## src/rtl/lbist_misr_pkg.sv

```systemverilog
// Shared types and the MISR update step for the multi-lane LBIST signature block.
// Latency: n/a (types and a pure function only).
// Backpressure: n/a.
package lbist_misr_pkg;

    typedef enum logic [1:0] {
        IDLE = 2'b00,
        HASH = 2'b01,
        DONE = 2'b10
    } state_e;

    // Wide enough for any supported signature width; callers zero-extend and truncate.
    localparam int unsigned STEP_BITS = 64;

    function automatic logic [STEP_BITS-1:0] misr_step(
        input logic [STEP_BITS-1:0] sig,
        input logic [STEP_BITS-1:0] poly,
        input logic [STEP_BITS-1:0] msg,
        input int unsigned          width
    );
        logic [STEP_BITS-1:0] mask;
        logic [STEP_BITS-1:0] res;
        if (width >= STEP_BITS) begin
            mask = '1;
        end else begin
            mask = (STEP_BITS'(1) << width) - STEP_BITS'(1);
        end
        res = (sig << 1) & mask;
        if (sig[6'(width - 1)]) begin
            res = res ^ poly;
        end
        return (res ^ msg) & mask;
    endfunction

endpackage

```

## src/rtl/misr_lane.sv

```systemverilog
// One lane: signature register, accepted-beat counter, ready and done generation.
// Latency: accepted beat visible in sig_o next cycle; lane_done_o includes the beat in flight.
// Backpressure: beat_rdy_o is high only while enabled and fewer than target beats accepted.
module misr_lane
    import lbist_misr_pkg::*;
#(
    parameter int unsigned               CUT_MSG_BITS   = 32,
    parameter int unsigned               SIGNATURE_BITS = 32,
    parameter int unsigned               CNT_BITS       = 6,
    parameter logic [SIGNATURE_BITS-1:0] SEED           = '0,
    parameter logic [SIGNATURE_BITS-1:0] POLY           = 32'h04C11DB7
) (
    input  logic                      clk,
    input  logic                      reset,
    input  logic                      clear_i,
    input  logic                      en_i,
    input  logic [CNT_BITS-1:0]       target_i,
    input  logic                      beat_val_i,
    input  logic [CUT_MSG_BITS-1:0]   beat_msg_i,
    output logic                      beat_rdy_o,
    output logic [SIGNATURE_BITS-1:0] sig_o,
    output logic                      lane_done_o
);

    logic [SIGNATURE_BITS-1:0] sig_q;
    logic [SIGNATURE_BITS-1:0] sig_d;
    logic [CNT_BITS-1:0]       cnt_q;
    logic [CNT_BITS-1:0]       cnt_d;
    logic [SIGNATURE_BITS-1:0] msg_ext;
    logic                      accept;

    assign msg_ext    = SIGNATURE_BITS'(beat_msg_i);
    assign beat_rdy_o = en_i && (cnt_q < target_i);
    assign accept     = beat_val_i && beat_rdy_o;

    always_comb begin
        sig_d = sig_q;
        cnt_d = cnt_q;
        if (clear_i) begin
            sig_d = SEED;
            cnt_d = '0;
        end else if (accept) begin
            sig_d = SIGNATURE_BITS'(misr_step(STEP_BITS'(sig_q), STEP_BITS'(POLY),
                                              STEP_BITS'(msg_ext), SIGNATURE_BITS));
            cnt_d = cnt_q + CNT_BITS'(1);
        end
    end

    always_ff @(posedge clk) begin
        if (reset) begin
            sig_q <= SEED;
            cnt_q <= '0;
        end else begin
            sig_q <= sig_d;
            cnt_q <= cnt_d;
        end
    end

    // Looks at the post-accept count so the FSM can leave HASH right after the last beat.
    assign lane_done_o = (cnt_d == target_i);
    assign sig_o       = sig_q;

endmodule

```

## src/rtl/lbist_misr_multi.sv

```systemverilog
// Multi-lane LBIST MISR: per-lane signature compaction folded into one rotate-XOR signature.
// Latency: response valid the cycle after the last lane's final beat; N=0 gives DONE two cycles after start.
// Backpressure: per-lane cut_req_rdy until N beats; response held until lbist_resp_rdy.
module lbist_misr_multi
    import lbist_misr_pkg::*;
#(
    parameter int unsigned               NUM_CHANNELS        = 2,
    parameter int unsigned               CUT_MSG_BITS        = 32,
    parameter int unsigned               SIGNATURE_BITS      = 32,
    parameter int unsigned               MAX_OUTPUTS_TO_HASH = 32,
    parameter logic [SIGNATURE_BITS-1:0] SEED                = '0,
    parameter logic [SIGNATURE_BITS-1:0] POLY                = 32'h04C11DB7,
    parameter int unsigned               LBIST_MSG_BITS      = $clog2(MAX_OUTPUTS_TO_HASH)
) (
    input  logic                                 clk,
    input  logic                                 reset,
    input  logic [NUM_CHANNELS-1:0]              cut_req_val,
    input  logic [NUM_CHANNELS*CUT_MSG_BITS-1:0] cut_req_msg,
    output logic [NUM_CHANNELS-1:0]              cut_req_rdy,
    input  logic                                 lbist_req_val,
    input  logic [LBIST_MSG_BITS:0]              lbist_req_msg,
    output logic                                 lbist_req_rdy,
    output logic                                 lbist_resp_val,
    output logic [SIGNATURE_BITS-1:0]            lbist_resp_msg,
    input  logic                                 lbist_resp_rdy
);

    localparam int unsigned         CNT_BITS = LBIST_MSG_BITS + 1;
    localparam logic [CNT_BITS-1:0] MAX_CNT  = CNT_BITS'(MAX_OUTPUTS_TO_HASH);

    state_e                    state_q;
    logic [CNT_BITS-1:0]       target_q;
    logic [CNT_BITS-1:0]       req_count;
    logic                      req_rdy_q;
    logic                      resp_val_q;
    logic                      start;
    logic                      hashing;
    logic [NUM_CHANNELS-1:0]   lane_done;
    logic [SIGNATURE_BITS-1:0] lane_sig [NUM_CHANNELS];
    logic [SIGNATURE_BITS-1:0] fold;

    assign start     = (state_q == IDLE) && lbist_req_val;
    assign hashing   = (state_q == HASH);
    assign req_count = (lbist_req_msg > MAX_CNT) ? MAX_CNT : lbist_req_msg;

    for (genvar g = 0; g < NUM_CHANNELS; g++) begin : g_lane
        misr_lane #(
            .CUT_MSG_BITS  (CUT_MSG_BITS),
            .SIGNATURE_BITS(SIGNATURE_BITS),
            .CNT_BITS      (CNT_BITS),
            .SEED          (SEED),
            .POLY          (POLY)
        ) u_lane (
            .clk        (clk),
            .reset      (reset),
            .clear_i    (start),
            .en_i       (hashing),
            .target_i   (target_q),
            .beat_val_i (cut_req_val[g]),
            .beat_msg_i (cut_req_msg[g*CUT_MSG_BITS +: CUT_MSG_BITS]),
            .beat_rdy_o (cut_req_rdy[g]),
            .sig_o      (lane_sig[g]),
            .lane_done_o(lane_done[g])
        );
    end

    always_ff @(posedge clk) begin
        if (reset) begin
            state_q    <= IDLE;
            target_q   <= '0;
            req_rdy_q  <= 1'b1;
            resp_val_q <= 1'b0;
        end else begin
            case (state_q)
                IDLE: begin
                    if (lbist_req_val) begin
                        target_q  <= req_count;
                        state_q   <= HASH;
                        req_rdy_q <= 1'b0;
                    end
                end
                HASH: begin
                    if (&lane_done) begin
                        state_q    <= DONE;
                        resp_val_q <= 1'b1;
                    end
                end
                DONE: begin
                    if (lbist_resp_rdy) begin
                        state_q    <= IDLE;
                        resp_val_q <= 1'b0;
                        req_rdy_q  <= 1'b1;
                    end
                end
                default: begin
                    state_q    <= IDLE;
                    resp_val_q <= 1'b0;
                    req_rdy_q  <= 1'b1;
                end
            endcase
        end
    end

    function automatic logic [SIGNATURE_BITS-1:0] rotl(
        input logic [SIGNATURE_BITS-1:0] s,
        input int unsigned               amt
    );
        return (s << amt) | (s >> (SIGNATURE_BITS - amt));
    endfunction

    // Rotating each lane by its index keeps identical lane signatures from cancelling.
    always_comb begin
        fold = '0;
        for (int i = 0; i < NUM_CHANNELS; i++) begin
            fold = fold ^ rotl(lane_sig[i], i % SIGNATURE_BITS);
        end
    end

    assign lbist_req_rdy  = req_rdy_q;
    assign lbist_resp_val = resp_val_q;
    assign lbist_resp_msg = resp_val_q ? fold : '0;

endmodule

```

## config.mk

```make
export PLATFORM = sky130hd
export DESIGN_NAME = lbist_misr_multi
export DESIGN_NICKNAME = d
export VERILOG_FILES = /design/src/rtl/lbist_misr_pkg.sv /design/src/rtl/misr_lane.sv /design/src/rtl/lbist_misr_multi.sv
export SDC_FILE = /design/constraint.sdc
export NUM_CORES = 1
export LEC_CHECK = 0
export ABC_AREA = 1
export CAP_MARGIN = 10
export CORE_MARGIN = 2
export CORE_UTILIZATION = 45
export DETAILED_ROUTE_END_ITERATION = 8
export GPL_TIMING_DRIVEN = 1
export PLACE_DENSITY = 0.82
export SLEW_MARGIN = 20
export SYNTH_ARGS = -nofsm -noshare
export SYNTH_HDL_FRONTEND = slang
export SYNTH_HIERARCHICAL = 1
export SYNTH_SLANG_ARGS = --single-unit
```

## constraint.sdc

```tcl
create_clock -name clk -period 2.3 [get_ports clk]
set_clock_uncertainty 0.15 [all_clocks]
set_input_delay 0.345 -clock clk [delete_from_list [all_inputs] [get_ports clk]]
set_output_delay 0.345 -clock clk [all_outputs]
set_load 0.005 [all_outputs]
```

==> impl_results.md <==
* Status: finished with violations
* Failing checks: setup timing
* Async SR Flop Fraction at 0%
* Max-slew violation count at 0
* Worst path arrival time at slightly below 2000 ps
* Worst Max-Slew Pin Slew at around 530 ps
* Net Sw Power at 1.235 mW
* RSZ-0062 raised after global routing: yes
* Max cap viols at 0
* Most frequent CP cell: nand2_4
* Power share of the clock group at a little over a third
* Storage cell area at roughly 1700 um^2
* Setup ws final at -125.7 ps
* First-pass GRT wire length at between 20 and 25 mm
* Largest cells by area after synthesis: dfxtp_1 (32%), nand2_1 (20%), xnor2_1 (8.9%), nor2_1 (6.7%), a21oi_1 (6.7%)
* Tot GR Track Use at 23.98%
* Syn_nets at a little under 900
* Layout cells sized above 1 at approximately 18%
* Number of DRC markers in iteration 0 at about 380
* Setup Crit Path Kind: reg2out
* Worst-path clk slew at 60 ps
* FMAX at 412.3 MHz
* Final core occ at ~68%
* TritonCTS clock tree: done
* Reg2reg start: target_q[5]
* Largest area contributor in the synthesized netlist: dfxtp_1
* Port bufs at around 110
* Clk sink count at 86
* Setup violators final at 5
* Critical Path Source: target_q[5]
* Crit-path cells: buf_6 > inv_4 > ha_4 > nand2_4 > buf_6 > nor2_4 > nand2_4 > buf_12 > buf_4 > nand2_4 > inv_2 > buf_2
* Core region area at around 11000 um^2
* Synth unique cells at 28
* Congestion Overflow GR at 0
* Crit-path max cell delay at roughly 340 ps
* Number of enable flip-flop cells after synthesis at 0
* Top-area cell type share of the netlist area at between 30% and 40%
* TNS Setup at -500.4 ps
* Leak at 2.913 nW
* Initial antenna violation count at 0
* Die area at about 13000 um^2
* Max clock buf depth at 2
* Fill cell count at between 900 and 1000
* Fin crit share at 105.5%
* Area growth, synth to finish at 45.52%
* Via density at between 5 and 6
* VDD IR-drop max at roughly 0.00047 V
* DRT Pass-1 Iters at 8
* Hold buffer count at cts at 0
* GP Congestion at 0.8354
* Cts bufs inserted at 9
* DP HPWL at approximately 10 mm
* Worst Setup Slack post-DPL at -76.71 ps
* Clock Latency Late Sink at roughly 340 ps
* Most used flip-flop cell after synthesis: dfxtp_1
* Reg power frac at between 30% and 40%
* Nets at ~1000
* Internal at about 2.9 mW
* Hold_sp: lbist_req_rdy
* Pwr Density at approximately 530 nW/um^2
* CP startpoint kind: register
* Mean post-synth cell area at 6.730 um^2
* Seq cells post-synth at 86
* YS warnings at 6
* CP max stage cell: dfxtp_2
* Synth Instances at roughly 800
* Combinational power share at roughly 26%
* Hold slack at 333.4 ps
* Via count at ~5800
* WL final at approximately 17 mm
* Row cnt at 39
* Routed Antenna Nets at 0
* Root Buffer: clkbuf_16
* # DRC at 0
* Final hold vios at 0
* Wire per inst at 15.32 um
* Initial Utilization at ~46%
* H-tree depth at 3
* Ant. Diodes at 0
* Fin crit period at around 2400 ps
* Die X at roughly 110 um
* Most numerous cell in the Yosys netlist: nand2_1
* Critical Path Fanout Max at 8
* Worst min-delay path class: reg2reg
* Die Height at roughly 110 um
* Relative slew slack at between 60% and 70%
* Post-synthesis cell area at 5330 um^2
* Largest net degree at the start of global routing at 34
* Multi-input gate area at between 3000 and 4000 um^2
* Net switching fraction of the power at 29.78%
* Vias in the first global route at 5262
* Leading cell types by count after synthesis: nand2_1 (285), nor2_1 (95), dfxtp_1 (86)
* Nature of the critical path endpoint: output port
* Sequential share of the synthesized area at 32.30%
* Worst endpoint required time at around 1800 ps
* # IOs at between 100 and 150
[routing by layer]
metal / wire (um) / part of all wire, % / vias up / GRT usage, %
li1: - / - / 2822 / -
met1: 6775 / 40 / 2677 / 29.25
met2: 8571 / 51 / 232 / 42.36
met3: 1212 / 7.2 / 28 / 4.446
met4: 337 / 2.0 / 0 / 8.293
met5: 0 / 0 / - / 0
[metrics by stage]
step,area [um^2],instances,total power [mW]
final,7756,1103,4.149
after global routing,7756,1103,4.305
after floorplan,5330,792,2.106
after detailed placement,6779,1049,2.457
after global placement,6779,1049,2.441
after CTS,7420,1086,4.021
[path summary, 6_finish.rpt]
kind | end | slack (ps) | depth (start not counted)
max | cut_req_rdy[0] | -130 | 12
min | lbist_req_rdy | 330 | 2
max reg2reg | lbist_resp_val | -120 | 18
min reg2reg | lbist_req_rdy | 330 | 2
[worst max-delay path, delay by kind of cell, from the launching register on]
kind | cells | cell delay [ps]
fa+ha+maj | 1 | 280
buf+inv | 7 | 650
flops | 1 | 340
simple gates | 4 | 300
[cell usage in the layout, fill, tap and decap left out, types with 11 or more instances in the layout]
cell type / synthesis / layout
nand2_2: 7 / 23
a21oi_1: 71 / 69
nand4_1: 18 / 18
buf_4: 3 / 48
clkdlybuf4s50_1: 0 / 109
nor2_1: 95 / 90
inv_1: 38 / 33
xnor2_1: 54 / 54
buf_6: 2 / 11
nand2_1: 285 / 264
dfxtp_1: 86 / 79
nand3_1: 25 / 20
xor2_1: 40 / 40
clkbuf_16: 0 / 13
[what timing repair did]
item	4_1_cts	5_1_grt
gates resized for setup	42	47
pin swaps	23	30
gates cloned	3	6
endpoints found under the setup margin	37	73
buffers inserted	18	12
[area by class of cell]
| type | instances | area share, % |
|---|---|---|
| multi-input combinational | 632 | 45.38 |
| timing repair buffer | 183 | 23.86 |
| clock buffer | 9 | 2.904 |
| tap | 143 | 2.307 |
| sequential | 86 | 22.31 |
| inverter | 43 | 2.307 |
| clock inverter | 7 | 0.9356 |
[logic make-up (layout without fill, tap and decap cells)]
| family | Yosys count | after routing | share of synthesized area (%) |
|---|---|---|---|
| fa+ha+maj | 12 | 12 | 2.817 |
| compound gates | 80 | 80 | 7.653 |
| xor+xnor | 94 | 94 | 15.45 |
| buf+inv | 76 | 242 | 6.338 |
| simple gates | 444 | 446 | 35.45 |
| flops | 86 | 86 | 32.30 |
[flip-flops by register name, summed over array words and instances, names as in the netlist]
register,flops
g_lane.u_lane/sig_o,64
target_q,6
lbist_req_rdy,1
lbist_resp_val,1
g_lane.u_lane/cnt_q,12
state_q,2
[power by group through the flow]
stage | Clock, mW | Combinational, mW | Sequential, mW
after floorplan | 0 | 0.488 | 1.62
after global placement | 0 | 0.808 | 1.63
after detailed placement | 0 | 0.821 | 1.64
after CTS | 1.49 | 0.929 | 1.60
after global routing | 1.55 | 1.14 | 1.61
final | 1.48 | 1.06 | 1.61
Note: power is estimated with default switching activity, not from simulation.
==> variant 1: new RTL, same settings <==
The 3 states of `state_e` get a one-hot encoding in 3 bits.
--- a/src/rtl/lbist_misr_pkg.sv
+++ b/src/rtl/lbist_misr_pkg.sv
@@ -3,10 +3,10 @@
 // Backpressure: n/a.
 package lbist_misr_pkg;
 
-    typedef enum logic [1:0] {
-        IDLE = 2'b00,
-        HASH = 2'b01,
-        DONE = 2'b10
+    typedef enum logic [2:0] {
+        IDLE = 3'b001,
+        HASH = 3'b010,
+        DONE = 3'b100
     } state_e;
 
     // Wide enough for any supported signature width; callers zero-extend and truncate.
Formal check against the unedited RTL: no difference found for any inputs over 4 cycles, from zero or initial values and one cycle with reset high; so few cycles prove little.
==> variant 1 against the unedited design <==
The flow still finishes with violations (setup timing). Sequential cell count is 1 higher. Hold slack better by 0.023 ns. Sequential power is 2% lower. Power shrank 6.4%. Non-clock buffer count is 8 higher. Area after synthesis is 2.5% higher. Cell area increased by 0.92%. Worst setup slack got worse by 0.26 ns. Routed wire length fell by 3.1%. Highest routed layer unchanged.
==> variant 1: results (changes against the unedited design) <==
synthFlopType: "dfxtp_1"
ys_seq_area_share_pct: 31.9  # -0.41 points
yosys-top-cells-area: "dfxtp_1 (32%), nand2_1 (20%), xnor2_1 (8.7%)"
vdd_drop_max_mv: 0.273  # -42%
violations: "setup timing"
drt_wl_total_mm: 16.4  # -3.1%
drt_iter0_markers: 451  # +18%
cp.arrival_ns: 2.83  # +0.90 ns
worstHoldStart: "g_lane[1].u_lane/sig_o[2]$_SDFFE_PP0N_"
crit_path_end: "state_q[2]$_SDFFE_PP0P_"
seq_power_share_pct: 40.3  # +1.6 points
power.leakage_nw: 2.95  # +1.2%
grt_pass1_wl_mm: 25.5  # +2.9%
grt.total_usage_pct: 24.4  # +0.41 points
worst_slack_ns: -0.390  # -0.264 ns
status: "finished with violations"
crit_fanout: 5  # -3
powerComb_w: 0.000827  # -22%
post-dp-hpwl_mm: 10.5  # +1.9%
vias_per_cell: 5.23  # about the same
max_stage_delay_ns: 0.39  # +0.05 ns
avgSynthCellArea_um2: 6.73  # about the same
yosys-top-cells-count: "nand2_1 (296), nor2_1 (94), dfxtp_1 (87)"
diodes: 0  # unchanged
synthDistinctLibCells: 30  # +7.1%
grt_pass1_vias: 5498  # +4.5%
vias: 5932  # +3.0%
dpl_cell_area_um2: 7100  # +4.7%
drt-pass1-iter-count: 5  # -3
finalSetupTns_ns: -1.23  # -0.734 ns
nFillCells: 972  # +4.4%
tightest_slew_ns: 0.375  # -0.155 ns
setup_violations: 4  # -1
pre_cts_slack_ns: -0.189  # -0.112 ns
place.gp.congestion: 0.927  # +11%
grt_max_degree: 34  # unchanged
crit_type: "reg2reg"
drive_gt1_share_pct: 17.2  # -0.61 points
internal-power_w: 0.00279  # -4.2%
r2r_cells: 19  # +1
min_to: "g_lane[1].u_lane/sig_o[2]$_SDFFE_PP0N_"
cpMaxStageDelayCell: "dfxtp_4"
place_inst: 1099  # +4.8%
syn_nets: 900  # +2.3%
variant 1: cell types whose count changed in the layout (fill, tap and decap cells not counted), sizes merged, moves of 3 or more:
cell	delta
nand3b	+3
buf	+12
inv	+5
o21ai	-3
clkbuf	-3
nand2	+12
variant 1: what timing repair did:
item	4_1_cts	5_1_grt
buffers inserted	11	6
pin swaps	19	27
setup endpoints to repair	69	58
cloned	2	1
hold endpoints to repair	0	0
resized for setup	41	28
variant 1: worst max-delay path: cells and delay by family, from the launching register on:
family / cells / cell delay [ns]
AND/OR/NAND/NOR: 13 / 1.33
flip-flops: 1 / 0.39
buffers and inverters: 4 / 0.29
adder cells (fa/ha/maj): 1 / 0.25
AO/OA/AOI/OAI: 1 / 0.20
variant 1: final cells by class:
cell class	count	area share, %
Multi-Input combinational cell	644	45.6
Timing Repair Buffer	191	23.2
Sequential cell	87	22.4
Clock buffer	10	2.93
Inverter	50	2.59
Tap cell	147	2.35
Clock inverter	6	0.895
variant 1: routing by layer:
metal,vias to the layer above,wire length (µm),global-route usage [%]
met4,0,546,11.5
met3,56,1060,3.28
met2,241,7950,40.8
met5,-,0,0
met1,2746,6820,31.1
li1,2889,-,-
variant 1: stage by stage:
stage / utilization [%] / power [W] / hold WS, ns
after detailed placement: 59.6 / 0.00226 / 0.314
after CTS: 64.4 / 0.00380 / 0.329
after floorplan: - / 0.00192 / 0.264
after global placement: 59.6 / 0.00225 / 0.315
after global routing: 65.7 / 0.00404 / 0.375
final: 65.7 / 0.00388 / 0.356
variant 1: kinds of logic after synthesis:
kind of cell	count (synthesis)	share of synthesized area [%]
fa+ha+maj	12	2.75
flops	87	31.9
xor+xnor	94	15.1
buf+inv	83	6.71
compound gates	77	7.47
simple gates	459	36.1
==> variant 2: new RTL, config.mk and constraints unchanged <==
Without the edit above. Make the reset (`reset`) asynchronous in 2 clocked blocks.
--- a/src/rtl/misr_lane.sv
+++ b/src/rtl/misr_lane.sv
@@ -46,7 +46,7 @@
         end
     end
 
-    always_ff @(posedge clk) begin
+    always_ff @(posedge clk or posedge reset) begin
         if (reset) begin
             sig_q <= SEED;
             cnt_q <= '0;
--- a/src/rtl/lbist_misr_multi.sv
+++ b/src/rtl/lbist_misr_multi.sv
@@ -64,7 +64,7 @@
         );
     end
 
-    always_ff @(posedge clk) begin
+    always_ff @(posedge clk or posedge reset) begin
         if (reset) begin
             state_q    <= IDLE;
             target_q   <= '0;
Function: differs if reset is asserted again (counterexample within 4 cycles, from zero or initial values and one cycle with reset high); with reset held inactive, the same outputs for 4 cycles.
==> variant 2 against the unedited design <==
The flow still finishes with violations (setup timing). Count of clock-buffer cells in the layout increased by 2. Critical path depth is 5 higher. Area after synthesis increased by 8.1%. Worst setup slack got worse by 0.063 ns. Sequential cell count is the same. First-iteration DRC count is 33% higher. Cell area up 4.2%. Synthesized cell count down 10%. Via count shrank 2.1%. Routed wire length is 0.59% higher. Largest cell class unchanged.
Power is left out: it rests on default switching activity, and per cell area and clock period it moved more than threefold.
==> variant 2: results (changes against the unedited design) <==
status: "finished with violations"
violations: "setup timing"
grt_max_degree: 39  # +15%
cp.arrival_ns: 2.58  # +0.65 ns
cpMaxStageDelayCell: "dfrtp_2"
r2r_cells: 17  # -1
max_stage_delay_ns: 0.44  # +0.10 ns
synthDistinctLibCells: 32  # +14%
topRoutingLayerUsed: "met4"
place.gp.congestion: 0.922  # +10%
pre_cts_slack_ns: -0.0588  # +0.0179 ns
dpl_cell_area_um2: 7330  # +8.1%
grt_pass1_vias: 5269  # +0.13%
clkLatencyLatePin_ns: 0.36  # +0.02 ns
setup_violations: 14  # +9
finalSetupTns_ns: -0.770  # -0.270 ns
wire_per_inst_um: 16.2  # +5.8%
hold_slack_ns: 0.155  # -0.178 ns
path_clk_slew_ns: 0.07
clockBufferDepth: 2  # unchanged
drt_iter0_markers: 511  # +33%
final_nets: 960  # -8.0%
place_inst: 1009  # -3.8%
drt-pass1-iter-count: 5  # -3
grt_pass1_wl_mm: 26.3  # +6.0%
post-dp-hpwl_mm: 11.0  # +7.0%
drive_gt1_share_pct: 21.3  # +3.5 points
crit_family: "simple AND/OR/NAND/NOR gates"
yosysWarningCount: 6  # unchanged
io_buffers: 111  # unchanged
met1_length_mm: 7.12  # +5.1%
vias_per_cell: 5.37  # +2.9%
slew-limit-headroom_pct: 62.6  # -2.0 points
syn_nets: 798  # -9.3%
rr_endpoint: "state_q[0]$_DFFE_PP0P_"
yosys-top-cells-area: "dfrtp_1 (37%), nand2_1 (10%), mux2_4 (5.2%)"
postCtsSetupBuffers: 17  # -1
antenna_found_initial: 0  # unchanged
synthFlopType: "dfrtp_1"
routed-wl-met3_mm: 1.22  # +0.91%
diodes: 0  # unchanged
worst_slack_ns: -0.189  # -0.0631 ns
drt_wl_total_mm: 17.0  # +0.59%
async_reset_ff_share_pct: 100  # +100 points
r2r-start: "target_q[1]$_DFFE_PP0P_"
cts_resized: 31  # -26%
hold_path.class: "in2async"
yosys-top-cells-count: "nand2_1 (156), dfrtp_1 (85), nor2_1 (76)"
avgSynthCellArea_um2: 8.12  # +21%
wl_met2_mm: 8.26  # -3.6%
htree_num_levels: 3  # unchanged
ys_seq_area_share_pct: 37.4  # +5.1 points
grt.total_usage_pct: 25.1  # +1.1 points
==> variant 2: cell types whose count changed after synthesis, moves of 27 or more <==
cell	unedited run	this run
nand2_1	285	156
dfxtp_1	86	0
dfrtp_1	0	85
o21ai_0	2	39
a21oi_1	71	38
nand3_1	25	55
xnor2_1	54	26
o31ai_1	0	27
==> variant 2: cells by family after synthesis <==
logic type | Yosys count | share of synthesized area, %
and+or+nand+nor | 326 | 25.8
AOI/OAI and AO/OA | 108 | 10.8
buffers and inverters | 88 | 6.77
DFF | 86 | 37.4
xor gates and xnor gates | 52 | 7.90
muxes | 38 | 8.73
adders and majority gates | 12 | 2.60
==> variant 2: final cells by class <==
cell class | count | area (µm²)
timing repair buffer | 178 | 1750
multi-input combinational | 536 | 3450
clock inverter | 5 | 35.0
tap | 172 | 215
inverter | 61 | 234
clock buffer | 11 | 243
fill | 984 | 4490
sequential | 86 | 2150
==> variant 2: worst max-delay path by stage <==
stage / start / to / slack, ns / cells past startpoint
final: target_q[1]$_DFFE_PP0P_ / state_q[0]$_DFFE_PP0P_ / -0.19 / 17
after global routing: target_q[1]$_DFFE_PP0P_ / state_q[0]$_DFFE_PP0P_ / -0.24 / 17
after CTS: target_q[1]$_DFFE_PP0P_ / state_q[1]$_DFFE_PP0P_ / 0.003 / 16
after detailed placement: target_q[5]$_DFFE_PP0P_ / state_q[0]$_DFFE_PP0P_ / -0.06 / 18
after global placement: lbist_req_val / g_lane[1].u_lane/sig_o[14]$_DFFE_PP0P_ / -0.02 / 7
after floorplan: target_q[5]$_DFFE_PP0P_ / state_q[1]$_DFFE_PP0P_ / 0.08 / 16
==> variant 2: per-layer routing <==
metal / vias to the layer above / GRT usage (%)
met5: - / 0
met4: 0 / 9.65
met3: 37 / 4.89
met2: 230 / 41.9
met1: 2675 / 32.3
li1: 2695 / -
